**config.mk**
```make
export PLATFORM = sky130hd
export DESIGN_NAME = seq_ctrl_flat
export DESIGN_NICKNAME = d
export VERILOG_FILES = /design/src/rtl/seq_ctrl_pkg.sv /design/src/rtl/seq_ctrl_if.sv /design/src/rtl/seq_ctrl_cond_eval.sv /design/src/rtl/seq_ctrl.sv /design/src/flat_wrapper.sv
export SDC_FILE = /design/constraint.sdc
export NUM_CORES = 1
export LEC_CHECK = 0
export CAP_MARGIN = 20
export CORE_MARGIN = 2
export CORE_UTILIZATION = 30
export CTS_CLUSTER_SIZE = 16
export DETAILED_ROUTE_END_ITERATION = 10
export GPL_ROUTABILITY_DRIVEN = 1
export HOLD_SLACK_MARGIN = 0.06
export PLACE_DENSITY_LB_ADDON = 0.12
export SLEW_MARGIN = 25
export SYNTH_ARGS = -nofsm -noshare
export SYNTH_HDL_FRONTEND = slang
export SYNTH_SLANG_ARGS = --single-unit
```
**constraint.sdc**
```tcl
create_clock -name clk -period 2.2 [get_ports clk]
set_input_delay 0.33 -clock clk [delete_from_list [all_inputs] [get_ports clk]]
set_output_delay 0.33 -clock clk [all_outputs]
set_load 0.05 [all_outputs]
```
**src/rtl/seq_ctrl_pkg.sv**
```systemverilog
// Shared encodings for the sequencer: FSM states, opcodes, branch conditions and mux selects.
package seq_ctrl_pkg;

  typedef enum logic [2:0] {
    StFetch  = 3'd0,
    StDecode = 3'd1,
    StExec   = 3'd2,
    StMem    = 3'd3,
    StWb     = 3'd4,
    StHalt   = 3'd5
  } state_e;

  // Major opcode lives in ir[31:24]; ir[19:16] carries the Bcc condition.
  localparam logic [7:0] OpNop  = 8'h00, OpLil  = 8'h01, OpMov  = 8'h02, OpAdd  = 8'h03;
  localparam logic [7:0] OpSub  = 8'h04, OpAnd  = 8'h05, OpOr   = 8'h06, OpXor  = 8'h07;
  localparam logic [7:0] OpAddi = 8'h08, OpSubi = 8'h09, OpAndi = 8'h0a, OpOri  = 8'h0b;
  localparam logic [7:0] OpXori = 8'h0c, OpNeg  = 8'h0d, OpNot  = 8'h0e, OpShl  = 8'h0f;
  localparam logic [7:0] OpShr  = 8'h10, OpSar  = 8'h11, OpCmp  = 8'h12, OpCmpi = 8'h13;
  localparam logic [7:0] OpLd   = 8'h14, OpSt   = 8'h15, OpPush = 8'h16, OpPop  = 8'h17;
  localparam logic [7:0] OpB    = 8'h18, OpBcc  = 8'h19, OpJr   = 8'h1a, OpJalr = 8'h1b;
  localparam logic [7:0] OpRet  = 8'h1c, OpHlt  = 8'h1f;

  typedef enum logic [3:0] {
    CcEq = 4'd0,
    CcNe = 4'd1,
    CcLt = 4'd2,
    CcGe = 4'd3,
    CcLe = 4'd4,
    CcGt = 4'd5
  } cc_e;

  localparam logic [1:0] PcInc = 2'd0, PcBranch = 2'd1, PcReg = 2'd2, PcPop = 2'd3;
  localparam logic [1:0] AddrPc = 2'd0, AddrAlu = 2'd1, AddrSp = 2'd2;

  // Every op that writes flags in EXEC, including the compares.
  function automatic logic is_flag_op(input logic [7:0] op);
    return (op >= OpLil) && (op <= OpCmpi);
  endfunction

  function automatic logic is_cmp(input logic [7:0] op);
    return (op == OpCmp) || (op == OpCmpi);
  endfunction

  function automatic logic is_arith(input logic [7:0] op);
    return op inside {OpAdd, OpSub, OpAddi, OpSubi, OpNeg, OpCmp, OpCmpi};
  endfunction

  function automatic logic is_known(input logic [7:0] op);
    return is_flag_op(op) || ((op >= OpLd) && (op <= OpRet));
  endfunction

endpackage

```
**src/rtl/seq_ctrl_if.sv**
```systemverilog
// Control/memory handshake bundle between the sequencer and its datapath.
interface seq_ctrl_if;
  logic [31:0] ir;
  logic [31:0] dr;
  logic [1:0]  cv;        // {carry, overflow} of the ALU's 33-bit result
  logic        mem_ack;
  logic        mem_req;
  logic        mem_we;
  logic [1:0]  addr_sel;
  logic        ir_we;
  logic        pc_we;
  logic [1:0]  pc_sel;
  logic        rf_we;
  logic        sp_we;
  logic        sp_dec;
  logic [3:0]  flags;
  logic        halted;
  logic [2:0]  state;

  modport master (
    input  ir, dr, cv, mem_ack,
    output mem_req, mem_we, addr_sel, ir_we, pc_we, pc_sel, rf_we, sp_we, sp_dec, flags,
           halted, state
  );

  modport slave (
    output ir, dr, cv, mem_ack,
    input  mem_req, mem_we, addr_sel, ir_we, pc_we, pc_sel, rf_we, sp_we, sp_dec, flags,
           halted, state
  );
endinterface

```
**src/rtl/seq_ctrl_cond_eval.sv**
```systemverilog
// Branch condition evaluation from the {N,Z,C,V} flags.
module seq_ctrl_cond_eval
  import seq_ctrl_pkg::*;
(
  input  logic [3:0] flags_i,
  input  logic [3:0] cc_i,
  output logic       taken_o
);

  logic n, z, v, lt;
  logic unused_c;

  assign n        = flags_i[3];
  assign z        = flags_i[2];
  assign v        = flags_i[0];
  assign unused_c = flags_i[1];
  assign lt       = n ^ v;

  always_comb begin
    taken_o = 1'b0;
    case (cc_i)
      CcEq:    taken_o = z;
      CcNe:    taken_o = !z;
      CcLt:    taken_o = lt;
      CcGe:    taken_o = !lt;
      CcLe:    taken_o = z | lt;
      CcGt:    taken_o = !z & !lt;
      default: taken_o = 1'b0;
    endcase
  end

endmodule

```
**src/rtl/seq_ctrl.sv**
```systemverilog
// Multi-cycle instruction sequencer: fetch/decode/exec/mem/writeback control and flags.
module seq_ctrl
  import seq_ctrl_pkg::*;
(
  input  logic         clk,
  input  logic         rst_n,
  seq_ctrl_if.master   bus_io
);

  state_e      state_q, state_d;
  logic [7:0]  op_q, op_d;
  logic [3:0]  cc_q, cc_d;
  logic [3:0]  flags_q, flags_d;
  logic        taken;
  logic        mem_req, mem_we, ir_we, pc_we, rf_we, sp_we, sp_dec;
  logic [1:0]  addr_sel, pc_sel;
  logic        unused_ir;

  assign unused_ir = ^{bus_io.ir[23:20], bus_io.ir[15:0]};

  seq_ctrl_cond_eval u_cond_eval (
    .flags_i (flags_q),
    .cc_i    (cc_q),
    .taken_o (taken)
  );

  always_ff @(posedge clk or negedge rst_n) begin
    if (!rst_n) begin
      state_q <= StFetch;
      op_q    <= OpNop;
      cc_q    <= 4'd0;
      flags_q <= 4'd0;
    end else begin
      state_q <= state_d;
      op_q    <= op_d;
      cc_q    <= cc_d;
      flags_q <= flags_d;
    end
  end

  always_comb begin
    state_d  = state_q;
    op_d     = op_q;
    cc_d     = cc_q;
    flags_d  = flags_q;
    mem_req  = 1'b0;
    mem_we   = 1'b0;
    addr_sel = AddrPc;
    ir_we    = 1'b0;
    pc_we    = 1'b0;
    pc_sel   = PcInc;
    rf_we    = 1'b0;
    sp_we    = 1'b0;
    sp_dec   = 1'b0;
    case (state_q)
      StFetch: begin
        mem_req = 1'b1;
        if (bus_io.mem_ack) begin
          ir_we   = 1'b1;
          pc_we   = 1'b1;
          state_d = StDecode;
        end
      end
      StDecode: begin
        // Latch the opcode so MEM outputs stay stable whatever ir does meanwhile.
        op_d = bus_io.ir[31:24];
        cc_d = bus_io.ir[19:16];
        if (op_d == OpHlt)        state_d = StHalt;
        else if (is_known(op_d))  state_d = StExec;
        else                      state_d = StFetch;
      end
      StExec: begin
        state_d = StFetch;
        case (op_q)
          OpLd, OpSt, OpPop, OpRet: state_d = StMem;
          OpPush: begin
            sp_we   = 1'b1;
            sp_dec  = 1'b1;
            state_d = StMem;
          end
          OpB: begin
            pc_we  = 1'b1;
            pc_sel = PcBranch;
          end
          OpBcc: begin
            pc_we  = taken;
            pc_sel = PcBranch;
          end
          OpJr, OpJalr: begin
            pc_we  = 1'b1;
            pc_sel = PcReg;
            rf_we  = (op_q == OpJalr);
          end
          default: begin
            if (is_flag_op(op_q)) begin
              flags_d = {bus_io.dr[31], bus_io.dr == 32'd0,
                         is_arith(op_q) ? bus_io.cv : 2'b00};
              state_d = is_cmp(op_q) ? StFetch : StWb;
            end
          end
        endcase
      end
      StMem: begin
        mem_req  = 1'b1;
        mem_we   = (op_q == OpSt) || (op_q == OpPush);
        addr_sel = ((op_q == OpLd) || (op_q == OpSt)) ? AddrAlu : AddrSp;
        if (bus_io.mem_ack) begin
          state_d = StFetch;
          case (op_q)
            OpLd:  state_d = StWb;
            OpPop: begin
              sp_we   = 1'b1;
              state_d = StWb;
            end
            OpRet: begin
              sp_we  = 1'b1;
              pc_we  = 1'b1;
              pc_sel = PcPop;
            end
            default: state_d = StFetch;
          endcase
        end
      end
      StWb: begin
        rf_we   = 1'b1;
        state_d = StFetch;
      end
      StHalt:  state_d = StHalt;
      default: state_d = StFetch;
    endcase
  end

  // Gate with rst_n so requests and strobes drop the instant reset asserts.
  assign bus_io.mem_req  = mem_req & rst_n;
  assign bus_io.mem_we   = mem_we & rst_n;
  assign bus_io.addr_sel = addr_sel;
  assign bus_io.ir_we    = ir_we & rst_n;
  assign bus_io.pc_we    = pc_we & rst_n;
  assign bus_io.pc_sel   = pc_sel;
  assign bus_io.rf_we    = rf_we & rst_n;
  assign bus_io.sp_we    = sp_we & rst_n;
  assign bus_io.sp_dec   = sp_dec;
  assign bus_io.flags    = flags_q;
  assign bus_io.halted   = (state_q == StHalt);
  assign bus_io.state    = state_q;

endmodule

```
**src/flat_wrapper.sv**
```systemverilog
// flat-port wrapper written by rule: the top's interface ports become plain ports
module seq_ctrl_flat import seq_ctrl_pkg::*;
  (clk, rst_n, bus_io_ir, bus_io_dr, bus_io_cv, bus_io_mem_ack, bus_io_mem_req, bus_io_mem_we, bus_io_addr_sel, bus_io_ir_we, bus_io_pc_we, bus_io_pc_sel, bus_io_rf_we, bus_io_sp_we, bus_io_sp_dec, bus_io_flags, bus_io_halted, bus_io_state);
  seq_ctrl_if bus_io_i ();
  input  logic clk;
  input  logic rst_n;
  input wire logic [$bits(bus_io_i.ir)-1:0] bus_io_ir;
  input wire logic [$bits(bus_io_i.dr)-1:0] bus_io_dr;
  input wire logic [$bits(bus_io_i.cv)-1:0] bus_io_cv;
  input wire logic [$bits(bus_io_i.mem_ack)-1:0] bus_io_mem_ack;
  output wire logic [$bits(bus_io_i.mem_req)-1:0] bus_io_mem_req;
  output wire logic [$bits(bus_io_i.mem_we)-1:0] bus_io_mem_we;
  output wire logic [$bits(bus_io_i.addr_sel)-1:0] bus_io_addr_sel;
  output wire logic [$bits(bus_io_i.ir_we)-1:0] bus_io_ir_we;
  output wire logic [$bits(bus_io_i.pc_we)-1:0] bus_io_pc_we;
  output wire logic [$bits(bus_io_i.pc_sel)-1:0] bus_io_pc_sel;
  output wire logic [$bits(bus_io_i.rf_we)-1:0] bus_io_rf_we;
  output wire logic [$bits(bus_io_i.sp_we)-1:0] bus_io_sp_we;
  output wire logic [$bits(bus_io_i.sp_dec)-1:0] bus_io_sp_dec;
  output wire logic [$bits(bus_io_i.flags)-1:0] bus_io_flags;
  output wire logic [$bits(bus_io_i.halted)-1:0] bus_io_halted;
  output wire logic [$bits(bus_io_i.state)-1:0] bus_io_state;
  assign bus_io_i.ir = bus_io_ir;
  assign bus_io_i.dr = bus_io_dr;
  assign bus_io_i.cv = bus_io_cv;
  assign bus_io_i.mem_ack = bus_io_mem_ack;
  assign bus_io_mem_req = bus_io_i.mem_req;
  assign bus_io_mem_we = bus_io_i.mem_we;
  assign bus_io_addr_sel = bus_io_i.addr_sel;
  assign bus_io_ir_we = bus_io_i.ir_we;
  assign bus_io_pc_we = bus_io_i.pc_we;
  assign bus_io_pc_sel = bus_io_i.pc_sel;
  assign bus_io_rf_we = bus_io_i.rf_we;
  assign bus_io_sp_we = bus_io_i.sp_we;
  assign bus_io_sp_dec = bus_io_i.sp_dec;
  assign bus_io_flags = bus_io_i.flags;
  assign bus_io_halted = bus_io_i.halted;
  assign bus_io_state = bus_io_i.state;
  seq_ctrl u_core (.clk(clk), .rst_n(rst_n), .bus_io(bus_io_i));
endmodule
```
After elaboration in Yosys (flattened, before gate mapping). Index checks and enable logic that the tools add are counted.

Order comparisons: 6. Eq/ne operators: 29. Muxes and demuxes: 32. Bitwise logic cells: 10. Reductions and logical operators: 24.

Operator list (count): $eq A8 B5 Y1 const B (12); $logic_not A32 Y1 (1); $eq A8 B4 Y1 const B (3); $le A8 B5 Y1 const B (3); $mux W3 (6); $ge A8 B1 Y1 const B (2); $pmux W3 S5 (1); $mux W2 (6); $mux W1 (11); $reduce_or A2 Y1 (5); $reduce_or A9 Y1 (1); $eq A4 B2 Y1 const B (2); $eq A4 B3 Y1 const B (2); $eq A8 B2 Y1 const B (1); $eq A8 B3 Y1 const B (1); $ge A8 B5 Y1 const B (1); $pmux W2 S2 (2); $and A1 B1 Y1 (7); $reduce_bool A7 Y1 (1); $eq A3 B2 Y1 const B (2); $eq A3 B3 Y1 const B (2); $pmux W1 S2 (3); $pmux W1 S6 (1); $pmux W3 S2 (1); other kinds (17) (24).

Flip-flop bits (word level): 19. Bits of input ports: 69. Logic and storage cells: 105.

Longest topological paths before layout. Gate-level depths: netlist of run 1.

Depth in word-level cells: 7. Depth in mapped cells: 6. Gate-level depth less buffers: 4.

Hierarchy. From an unflattened synthesis of run 1, not the netlist that was laid out.

Cells, all modules: 138. Area, all modules: 1340.0 um^2.

Modules (own cells, without submodules): seq_ctrl (times used 1, cells each 127, area an instance 1257.5 um^2, sequential area each 475.5 um^2); seq_ctrl_cond_eval (times used 1, cells each 11, area an instance 82.6 um^2, sequential area each 0.0 um^2).

Worst setup path before layout of run 1. Ideal clock, no wire load.

Path type: reg-to-output. Start point: register u_core.op_q[5]. End point: output bus_io_pc_sel[1]. Arrival time: 2416 ps. Data required time: 1870 ps. Path slack: -546 ps. Cell stages (with the launch flop): 6. Path through: dfrtp_1 > or3_4 > buf_6 > or2_4 > or4_4 > mux2i_1.

Longest elaborated chain between the ends: 4. Elaborated cells between the ends (all ways): 11.

RTL lines: start, declared (line seq_ctrl.sv:11) `logic [7:0] op_q, op_d;`; start signal, assigned (line seq_ctrl.sv:30) `op_q <= OpNop;`; start signal, assigned (line seq_ctrl.sv:35) `op_q <= op_d;`; $eq A8 B5 Y1, on equally long branches (line seq_ctrl.sv:74, seq_ctrl.sv:109); $reduce_or A2 Y1 / $mux W2 (equally long branches); $pmux W2 S2 / $mux W2 (equally long branches) (line seq_ctrl.sv:74, seq_ctrl.sv:107); $pmux W2 S2 * (line seq_ctrl.sv:55) `case (state_q)`; end, declared (line flat_wrapper.sv:16) `output wire logic [$bits(bus_io_i.pc_sel)-1:0] bus_io_pc_sel;`.

Mark *: on every way between the ends. The rest lies on a longest branch, timed or not.

Final worst setup path of run 1.
Start point: register u_core.op_q[7]. End point: output bus_io_pc_sel[1].

Same word-level chain as after synthesis.

==> impl_metrics.yaml, run 1 <==
timing:
  final.period_utilization: 1.14
  maxSlewHeadroom: 0.658
  timing.setup.tns_ps: -1190
  timing_hold_violations_final: 0
  worst-slew-pin-transition_ps: 512
  fmaxAchievable_mhz: 399
  min_period_ps: 2500
  maxSlewViolCount: 0
  whs_ps: 408
  clock_tree_skew_after_final_layout_ps: 2.39
  finalWorstSetupSlack_ps: -304
  unrepaired_setup_endpoints_after_global_routing: "yes"
  setup_viol_count_final: 6
die:
  design.die.area_um2: 4970
  std_cell_rows: 24
  design.core.area_um2: 4290
  io_pins: 88
  chipHeight_um: 70.5
  die_width_um: 70.5
  initial_util: 0.309
outcome:
  failing_checks: "setup timing"
  outcome: "finished, violations left"
clocking:
  cts-root-buf: "sky130_fd_sc_hd__clkbuf_8"
  tritoncts_num_sinks: 19
  clock_tree_from_tritoncts: "built"
  clk_transition_reported_paths_ps: 80
  clk_path_buf_depth: 2
  cts_hold_buf: 0
  tritoncts.num_buffers: 3
  clock_insertion_delay_worst_skew_ps: 260
  ctsHtreeMaxLevel: 1
final_layout:
  flow.area_growth_from_synthesis_pct: 78.3
  final_core_utilization: 0.551
  final_nets: 299
  antennaDiodeCount: 0
  fill_cells: 401
  layout.area.seq_um2: 477
  multi_input_area_um2: 845
  post_layout_instance_count_excluding_filler_cells: 281
  drive_above_1_share: 0.288
run:
  max_cap_violations: 0
grt:
  grt_usage: 0.169
  first_global_vias: 1475
  grt_first_pass_wirelength_um: 6760
  grt_antenna_before_repair: 0
  grt_start_max_net_pins: 17
  grt.overflow.total: 0
placed_design:
  final_weighted_congestion_of_routability_driven_global_placement: 0.817
  dp_worst_setup_slack_ps: -26.1
  number_of_i_o_port_buffers: 67
  hpwl_um: 3340
  post-place-cells: 275
critical_path:
  crit_path_top_delay_cell: "sky130_fd_sc_hd__or4_4"
  worstSetupEndpointType: "output pin"
  timing.reg2reg.worst_path_depth: 5
  timing.critical_path.max_delay_family: "simple AND/OR/NAND/NOR gates"
  timing.setup.critical_path_class: "flip-flop to output pin"
  crit_chain: "or3_4, or2_4, or4_4, mux2i_4, buf_12"
  total_stage_count_of_the_critical_path: 5
  cp_data_arrival_time_ps: 2170
  critical-path-max-stage-delay_ps: 550
  start_kind: "flip-flop"
  critical_path.n_buffers_inverters: 1
  timing.critical_path.fanout_max: 3
  worst_ep_required_time_ps: 1870
power:
  irDropWorstVdd_mv: 0.329
  power_leakage_nw: 0.915
  power_density_nw_per_um2: 554
logic_synthesis:
  syn_inst: 149
  avgSynthCellArea_um2: 8.91
  synth_cell_types: 41
  syn_nets: 218
  synth.ff_latch_count: 19
  synthesis.area_um2: 1330
  synth_sequential_area_ratio: 0.358
  ys_warn_count: 0
worst_hold_path:
  min-delay-path-class: "input pin to asynchronous set/reset pin"
routing:
  totalWireLength_um: 4060
  detail_route.first_pass.iterations: 4
  drt.antenna.violating_nets: 0
  dr.first_iter.drc_count: 68
  routedWlPerCell_um: 14.5
  remaining_drc_errors: 0
  route.vias.total: 1452
  drt-vias-per-instance: 5.17
## state kept, by name, indices dropped and copies added (netlist names)
register             count
u_core.op_q              8
u_core.bus_io.flags      4
u_core.cc_q              4
u_core.bus_io.state      3
## kinds of logic (layout without fill, tap and decap cells)
family                    Yosys count  count (layout)  synth area share
xor gates and xnor gates            3               3            0.0198
and+or+nand+nor                    64              64             0.287
buffers and inverters              17              97            0.0547
DFF                                19              19             0.358
AOI/OAI and AO/OA                  30              30             0.148
muxes                              16              16             0.133
## worst reg2reg max path, stage by stage, from the launching register on
cell	delay (ps)
sky130_fd_sc_hd__dfrtp_1	390
sky130_fd_sc_hd__buf_4	180
sky130_fd_sc_hd__or2_2	310
sky130_fd_sc_hd__or4_1	440
sky130_fd_sc_hd__nand3_1	240
sky130_fd_sc_hd__mux2_2	370
## metrics by stage
step	total power (W)	area, um2
after floorplan	0.000789	1360
after global placement	0.00104	2270
after detailed placement	0.00105	2270
after CTS	0.00132	2370
after global routing	0.00140	2370
final	0.00131	2370
## repair_timing
item,CTS,global route
setup endpoints to repair,7,9
pin swaps,3,6
setup buffers,3,0
gates resized for setup,8,1
cloned,0,0
## layout by cell type (no fill, tap or decap), types with 3 or more instances in the layout
master                            instances
sky130_fd_sc_hd__mux2_2                  13
sky130_fd_sc_hd__clkbuf_8                 3
sky130_fd_sc_hd__buf_4                   19
sky130_fd_sc_hd__inv_1                    8
sky130_fd_sc_hd__nand3_1                  3
sky130_fd_sc_hd__xnor2_1                  3
sky130_fd_sc_hd__nor2_1                   9
sky130_fd_sc_hd__nor2b_1                  5
sky130_fd_sc_hd__nor3b_1                  3
sky130_fd_sc_hd__buf_12                  10
sky130_fd_sc_hd__nor4_1                   8
sky130_fd_sc_hd__nand2_1                  8
sky130_fd_sc_hd__or4_1                    4
sky130_fd_sc_hd__dfrtp_1                 18
sky130_fd_sc_hd__clkdlybuf4s50_1         55
sky130_fd_sc_hd__a21oi_1                  3
sky130_fd_sc_hd__nand3b_1                 3
sky130_fd_sc_hd__o21ai_0                 12
## cell type report
class	count	share of cell area
inverter	8	0.0127
clock buffer	3	0.0174
sequential	19	0.201
timing repair buffer	85	0.382
tap	52	0.0275
clock inverter	1	0.00211
multi-input combinational	113	0.357
## routing by layer
layer | up-vias | GRT usage | share of wire
met2 | 35 | 0.302 | 0.52
met1 | 698 | 0.209 | 0.44
met5 | - | 0 | 0
met4 | 0 | 0.0449 | 0.0084
met3 | 4 | 0.0303 | 0.033
li1 | 715 | - | -
## path summary, 6_finish.rpt
path | startpoint | end | slack [ps]
worst max-delay path | u_core.op_q[7]$_DFFE_PN0N_ | bus_io_pc_sel[1] | -300
worst min-delay path | rst_n | u_core.bus_io.flags[0]$_DFFE_PN0P_ | 410
worst max register to register | u_core.op_q[0]$_DFFE_PN0N_ | u_core.bus_io.flags[1]$_DFFE_PN0P_ | 170
worst min register to register | u_core.cc_q[3]$_DFFE_PN0N_ | u_core.cc_q[3]$_DFFE_PN0N_ | 510
max in group asynchronous | rst_n | u_core.bus_io.state[2]$_DFFE_PN0P_ | 1560
min in group clk | u_core.cc_q[3]$_DFFE_PN0N_ | u_core.cc_q[3]$_DFFE_PN0N_ | 510
## synth_stat cells (all sizes together)
| master | instances | area, um2 |
|---|---|---|
| a21oi | 4 | 20.0 |
| or2 | 3 | 21.3 |
| a311oi | 2 | 17.5 |
| and2 | 2 | 12.5 |
| o21a | 1 | 7.51 |
| and3 | 2 | 12.5 |
| nor2b | 5 | 31.3 |
| nor3b | 3 | 22.5 |
| nand3b | 3 | 22.5 |
| or3b | 1 | 8.76 |
| o2111ai | 1 | 8.76 |
| buf | 2 | 16.3 |
| nor3 | 3 | 15.0 |
| o31ai | 2 | 15.0 |
| o311ai | 1 | 8.76 |
| o221a | 1 | 11.3 |
| a21o | 1 | 7.51 |
| o21ai | 12 | 60.1 |
| a22oi | 1 | 7.51 |
| nor4 | 9 | 56.3 |
| a32oi | 1 | 8.76 |
| clkbuf | 7 | 26.3 |
| a41oi | 1 | 8.76 |
| or4 | 5 | 41.3 |
| nand4 | 2 | 12.5 |
| nor2 | 10 | 37.5 |
| nand2b | 2 | 12.5 |
| mux2 | 13 | 146 |
| nand2 | 8 | 30.0 |
| nand3 | 3 | 15.0 |
| xnor2 | 3 | 26.3 |
| and3b | 1 | 8.76 |
| or3 | 1 | 11.3 |
| nand4b | 1 | 8.76 |
| mux2i | 3 | 30.0 |
| inv | 8 | 30.0 |
| dfrtp | 19 | 475 |
| a211oi | 2 | 15.0 |
## report_power, final
| group | switching, W | total, W | leakage, nW | internal, W |
|---|---|---|---|---|
| registers | 0.0000577 | 0.000470 | 0.230 | 0.000412 |
| clock network | 0.000123 | 0.000249 | 0.0255 | 0.000126 |
| logic | 0.000291 | 0.000593 | 0.660 | 0.000301 |
| total | 0.000472 | 0.00131 | 0.915 | 0.000839 |
Power figures use the tool's default switching activity.
==> inputs of run 2 (changes only) <==
- CTS_BUF_LIST: not set -> sky130_fd_sc_hd__clkbuf_16
- SETUP_SLACK_MARGIN: not set -> 0.4
==> run 2 against run 1 <==
  * The run still ends with setup timing left
  * Sequential share of layout area is 0.85 points lower
  * Worst hold slack better by 8.6 ps
  * Global-route usage is 0.51 points higher
  * Maximum frequency is 1.4% higher
  * Final area is 5.0% higher
  * Critical path depth stayed put
  * Power is 12% higher
  * Die area stayed put
  * Setup slack better by 34 ps
  * Largest cell class unchanged
  * Highest routed layer unchanged
==> impl_metrics.yaml, run 2 (synthesis gave the netlist of run 1 again) <==
outcome:
  outcome: "finished, violations left"
  failing_checks: "setup timing"
critical_path:
  start_kind: "flip-flop"
  worst_ep_required_time_ps: 1870
  timing.critical_path.fanout_max: 3
  regToRegSetupSlack_ps: 230
  timing.rr.end: "u_core.bus_io.flags[0]$_DFFE_PN0P_"
  crit_path_top_delay_cell: "sky130_fd_sc_hd__or4_4"
  worstSetupEndpointType: "output pin"
  cp_data_arrival_time_ps: 2140
  critical-path-max-stage-delay_ps: 530
  worst_r2r_startpoint: "u_core.op_q[5]$_DFFE_PN0N_"
  timing.setup.critical_path_class: "flip-flop to output pin"
  crit_chain: "or3_4, or2_4, or4_4, mux2i_4, buf_12"
  timing.reg2reg.worst_path_depth: 5
timing:
  unrepaired_setup_endpoints_after_global_routing: "yes"
  setup_viol_count_final: 6
  timing_hold_violations_final: 0
  min_period_ps: 2470
  clock_tree_skew_after_final_layout_ps: 5.06
  final.period_utilization: 1.12
  fmaxAchievable_mhz: 405
  worst-slew-pin-transition_ps: 522
  maxSlewHeadroom: 0.651
  finalWorstSetupSlack_ps: -270
  timing.setup.tns_ps: -1210
  maxSlewViolCount: 0
die:
  chipHeight_um: 70.5
  std_cell_rows: 24
  design.core.area_um2: 4290
  die_width_um: 70.5
  io_pins: 88
  design.die.area_um2: 4970
  initial_util: 0.309
placed_design:
  final_weighted_congestion_of_routability_driven_global_placement: 0.842
  dp_worst_setup_slack_ps: -39.8
  hpwl_um: 3530
  number_of_i_o_port_buffers: 67
clocking:
  clock_tree_from_tritoncts: "built"
  cts-root-buf: "sky130_fd_sc_hd__clkbuf_16"
  clock_insertion_delay_worst_skew_ps: 250
  clk_transition_reported_paths_ps: 60
  tritoncts.num_buffers: 3
  cts_hold_buf: 0
  tritoncts_num_sinks: 19
  clk_path_buf_depth: 2
  ctsHtreeMaxLevel: 1
final_layout:
  flow.area_growth_from_synthesis_pct: 87.2
  fill_cells: 385
  largest-register: "u_core.op_q"
  multi_input_area_um2: 896
  final_cell_mix: "sky130_fd_sc_hd__clkdlybuf4s50_1, sky130_fd_sc_hd__buf_4, sky130_fd_sc_hd__dfrtp_1, sky130_fd_sc_hd__mux2_2, sky130_fd_sc_hd__o21ai_0"
  final_nets: 303
  layout_commonest_cell: "sky130_fd_sc_hd__clkdlybuf4s50_1"
  largest_reg_flops: 8
  drive_above_1_share: 0.348
  layout.area.seq_um2: 479
  final_core_utilization: 0.579
  antennaDiodeCount: 0
power:
  switching_power_w: 0.000499
  power.switching_fraction: 0.341
  sequentialPowerShare: 0.319
  comb_power_share: 0.423
  clock_power_share: 0.258
  irDropWorstVdd_mv: 0.407
  internal-power_w: 0.000963
  power_density_nw_per_um2: 589
  power_leakage_nw: 0.981
  p_total_w: 0.00146
routing:
  routedWlPerCell_um: 15.1
  remaining_drc_errors: 0
  dr.first_iter.drc_count: 47
  drt-vias-per-instance: 5.12
  wl_met3_um: 125
  detail_route.first_pass.iterations: 2
  route.vias.total: 1458
  drt.antenna.violating_nets: 0
  met2RoutedLength_um: 2270
  totalWireLength_um: 4320
  maxUsedRoutingLayer: "met4"
  route.layer.met1.wl_um: 1870
grt:
  grt_antenna_before_repair: 0
  first_global_vias: 1499
  grt_start_max_net_pins: 18
  grt_first_pass_wirelength_um: 6910
  grt.overflow.total: 0
  grt_usage: 0.174
worst_hold_path:
  min-delay-path-class: "input pin to asynchronous set/reset pin"
run:
  max_cap_violations: 0
-- run 2: layer usage --
layer  up-vias  track usage
li1        720            -
met1       705        0.209
met2        27        0.321
met3         6       0.0303
met4         0       0.0427
met5         -            0
-- run 2: power groups by stage --
stage | Combinational, W | Clock, W | Sequential (W)
finish | 0.000618 | 0.000377 | 0.000467
global route | 0.000663 | 0.000407 | 0.000476
CTS | 0.000604 | 0.000387 | 0.000467
detailed placement | 0.000588 | 0 | 0.000473
global placement | 0.000578 | 0 | 0.000468
floorplan | 0.000286 | 0 | 0.000507
-- run 2: worst max path at each step --
stage                     cells after the start          endpoint                       start
after CTS                                     5  bus_io_pc_sel[1]  u_core.op_q[7]$_DFFE_PN0N_
after detailed placement                      5  bus_io_pc_sel[1]  u_core.op_q[5]$_DFFE_PN0N_
after global routing                          5  bus_io_pc_sel[1]  u_core.op_q[5]$_DFFE_PN0N_
after global placement                        6      bus_io_pc_we              bus_io_mem_ack
final                                         5  bus_io_pc_sel[1]  u_core.op_q[5]$_DFFE_PN0N_
after floorplan                               5  bus_io_pc_sel[1]  u_core.op_q[5]$_DFFE_PN0N_
-- run 2: repair_timing --
item / 4_1_cts / 5_1_grt
resized for setup: 12 / 9
hold endpoints to repair: 0 / 0
pin swaps: 6 / 3
endpoints found under the setup margin: 18 / 25
setup buffers: 3 / 1
-- run 2: critical path: cells and delay by family (launching register included) --
family,cells,cell delay (ps)
mux,1,190
buf+inv,1,160
flops,1,370
simple gates,3,1170
-- run 2: metrics by stage --
| step | cell area, um2 | hold WS [ps] | cells |
|---|---|---|---|
| floorplan | 1380 | 34.4 | 149 |
| global placement | 2300 | 490 | 277 |
| detailed placement | 2300 | 497 | 277 |
| CTS | 2430 | 422 | 284 |
| global route | 2480 | 428 | 285 |
| finish | 2480 | 417 | 285 |
-- run 2: final cells by class --
type	count	share of cell area
Sequential cell	19	0.193
Multi-Input combinational cell	113	0.361
Tap cell	52	0.0262
Timing Repair Buffer	89	0.376
Clock inverter	1	0.00201
Clock buffer	3	0.0302
Inverter	8	0.0121
==> inputs of run 3 (changes only) <==
- PLACE_DENSITY_LB_ADDON: 0.12 -> 0.1
==> run 3 against run 2 <==
  * The flow still finishes with violations (setup timing)
  * Non-clock buffer count is 3 lower
  * Combinational power hardly changed
  * Setup slack worse by 19 ps
  * Power is 0.18% higher
  * Final cell count is 1.1% lower
  * Register-to-register slack better by 110 ps
  * Sequential share of layout area is 0.078 points higher
  * Die area stayed put
  * Worst hold slack worse by 2.8 ps
  * Sequential power hardly changed
  * Count of clock-buffer cells in the layout stayed put
  * Clock power is 1% higher
  * Critical endpoint unchanged
  * Largest power group unchanged
==> impl_metrics.yaml, run 3 (synthesis gave the netlist of run 1 again) <==
timing:
  finalWorstSetupSlack_ps: -289
  final.period_utilization: 1.13
  min_period_ps: 2490
  whs_ps: 414
  maxSlewViolCount: 0
  maxSlewHeadroom: 0.600
  timing_hold_violations_final: 0
  clock_tree_skew_after_final_layout_ps: 1.11
  setup_viol_count_final: 7
  fmaxAchievable_mhz: 402
  worst-slew-pin-transition_ps: 599
  unrepaired_setup_endpoints_after_global_routing: "yes"
  timing.setup.tns_ps: -1120
routing:
  dr.first_iter.drc_count: 46
  routedWlPerCell_um: 14.9
  route.vias.total: 1413
  drt.antenna.violating_nets: 0
  remaining_drc_errors: 0
  drt-vias-per-instance: 5.01
  detail_route.first_pass.iterations: 4
  totalWireLength_um: 4200
die:
  design.core.area_um2: 4290
  chipHeight_um: 70.5
  die_width_um: 70.5
  initial_util: 0.309
  std_cell_rows: 24
  io_pins: 88
  design.die.area_um2: 4970
final_layout:
  flow.area_growth_from_synthesis_pct: 86.4
  largest-register: "u_core.op_q"
  largest_reg_flops: 8
  final_cell_mix: "sky130_fd_sc_hd__clkdlybuf4s50_1, sky130_fd_sc_hd__buf_4, sky130_fd_sc_hd__dfrtp_1, sky130_fd_sc_hd__o21ai_0, sky130_fd_sc_hd__buf_12"
  antennaDiodeCount: 0
  drive_above_1_share: 0.352
  layout_commonest_cell: "sky130_fd_sc_hd__clkdlybuf4s50_1"
  finish.instance_area_um2: 2470
  final_nets: 300
power:
  irDropWorstVdd_mv: 0.332
  power_leakage_nw: 0.975
  power_density_nw_per_um2: 592
  p_total_w: 0.00147
critical_path:
  timing.critical_path.max_delay_family: "simple AND/OR/NAND/NOR gates"
  worst_ep_required_time_ps: 1870
  timing.reg2reg.worst_path_depth: 5
  crit_chain: "or3_4, or2_4, or4_4, mux2i_4, buf_12"
  timing.setup.critical_path_class: "flip-flop to output pin"
  total_stage_count_of_the_critical_path: 5
  worst_r2r_startpoint: "u_core.op_q[5]$_DFFE_PN0N_"
  cp_data_arrival_time_ps: 2160
  regToRegSetupSlack_ps: 340
  start_kind: "flip-flop"
  timing.rr.end: "u_core.bus_io.flags[1]$_DFFE_PN0P_"
  timing.critical_path.fanout_max: 3
  crit_path_top_delay_cell: "sky130_fd_sc_hd__or4_4"
  worstSetupStartpoint: "u_core.op_q[5]$_DFFE_PN0N_"
  critical-path-max-stage-delay_ps: 520
  worstSetupEndpointType: "output pin"
  critical_path.n_buffers_inverters: 1
placed_design:
  number_of_i_o_port_buffers: 67
  placement.cell_area_um2: 2300
  final_weighted_congestion_of_routability_driven_global_placement: 0.833
  hpwl_um: 3550
clocking:
  clock_tree_from_tritoncts: "built"
  cts-root-buf: "sky130_fd_sc_hd__clkbuf_16"
  clk_path_buf_depth: 2
  ctsHtreeMaxLevel: 1
  cts_hold_buf: 0
  clk_transition_reported_paths_ps: 60
  tritoncts_num_sinks: 19
  clock_insertion_delay_worst_skew_ps: 250
  tritoncts.num_buffers: 3
outcome:
  outcome: "finished, violations left"
  failing_checks: "setup timing"
grt:
  grt_first_pass_wirelength_um: 6890
  grt_usage: 0.176
  grt_antenna_before_repair: 0
  grt.overflow.total: 0
  grt_start_max_net_pins: 17
  first_global_vias: 1479
run:
  max_cap_violations: 0
worst_hold_path:
  min-delay-path-class: "input pin to asynchronous set/reset pin"
==> run 3: layer usage <==
layer / vias up / share of wire / GRT usage
met5: - / 0 / 0
met4: 0 / 0.0090 / 0.0427
li1: 715 / - / -
met1: 666 / 0.44 / 0.214
met2: 27 / 0.52 / 0.320
met3: 5 / 0.030 / 0.0303
==> run 3: through the flow <==
stage                     instances   util  worst slack, ps
final                           282  0.576             -289
after global routing            282  0.576             -336
after CTS                       282  0.573             -300
after detailed placement        277  0.536            -24.8
after global placement          277  0.536            -30.7
after floorplan                 149      -             -135
==> run 3: timing repair <==
| action | CTS | global route |
|---|---|---|
| resized for setup | 23 | 5 |
| hold endpoints to repair | 0 | 0 |
| buffers inserted | 1 | 0 |
| pin swaps | 4 | 3 |
| endpoints found under the setup margin | 20 | 24 |
==> run 3: final cells by class <==
| cell class | instances | area, um2 |
|---|---|---|
| Fill cell | 386 | 1820 |
| Multi-Input combinational cell | 113 | 908 |
| Timing Repair Buffer | 86 | 912 |
| Clock buffer | 3 | 75.1 |
| Inverter | 8 | 30.0 |
| Clock inverter | 1 | 5.00 |
| Sequential cell | 19 | 479 |
| Tap cell | 52 | 65.1 |
==> run 3: how the worst max path moves through the flow <==
| stage | end | slack, ps |
|---|---|---|
| 6_report | bus_io_pc_sel[1] | -290 |
| 5_1_grt | bus_io_pc_sel[1] | -340 |
| 4_1_cts | bus_io_pc_sel[1] | -300 |
| 3_5_place_dp | bus_io_pc_sel[1] | -20 |
| 3_3_place_gp | bus_io_pc_we | -30 |
| 2_1_floorplan | bus_io_pc_sel[1] | -140 |
==> run 3: where the power goes <==
| part | internal (W) | switching, W | total [W] |
|---|---|---|---|
| logic | 0.000310 | 0.000308 | 0.000617 |
| registers | 0.000414 | 0.0000528 | 0.000466 |
| clock network | 0.000244 | 0.000137 | 0.000381 |
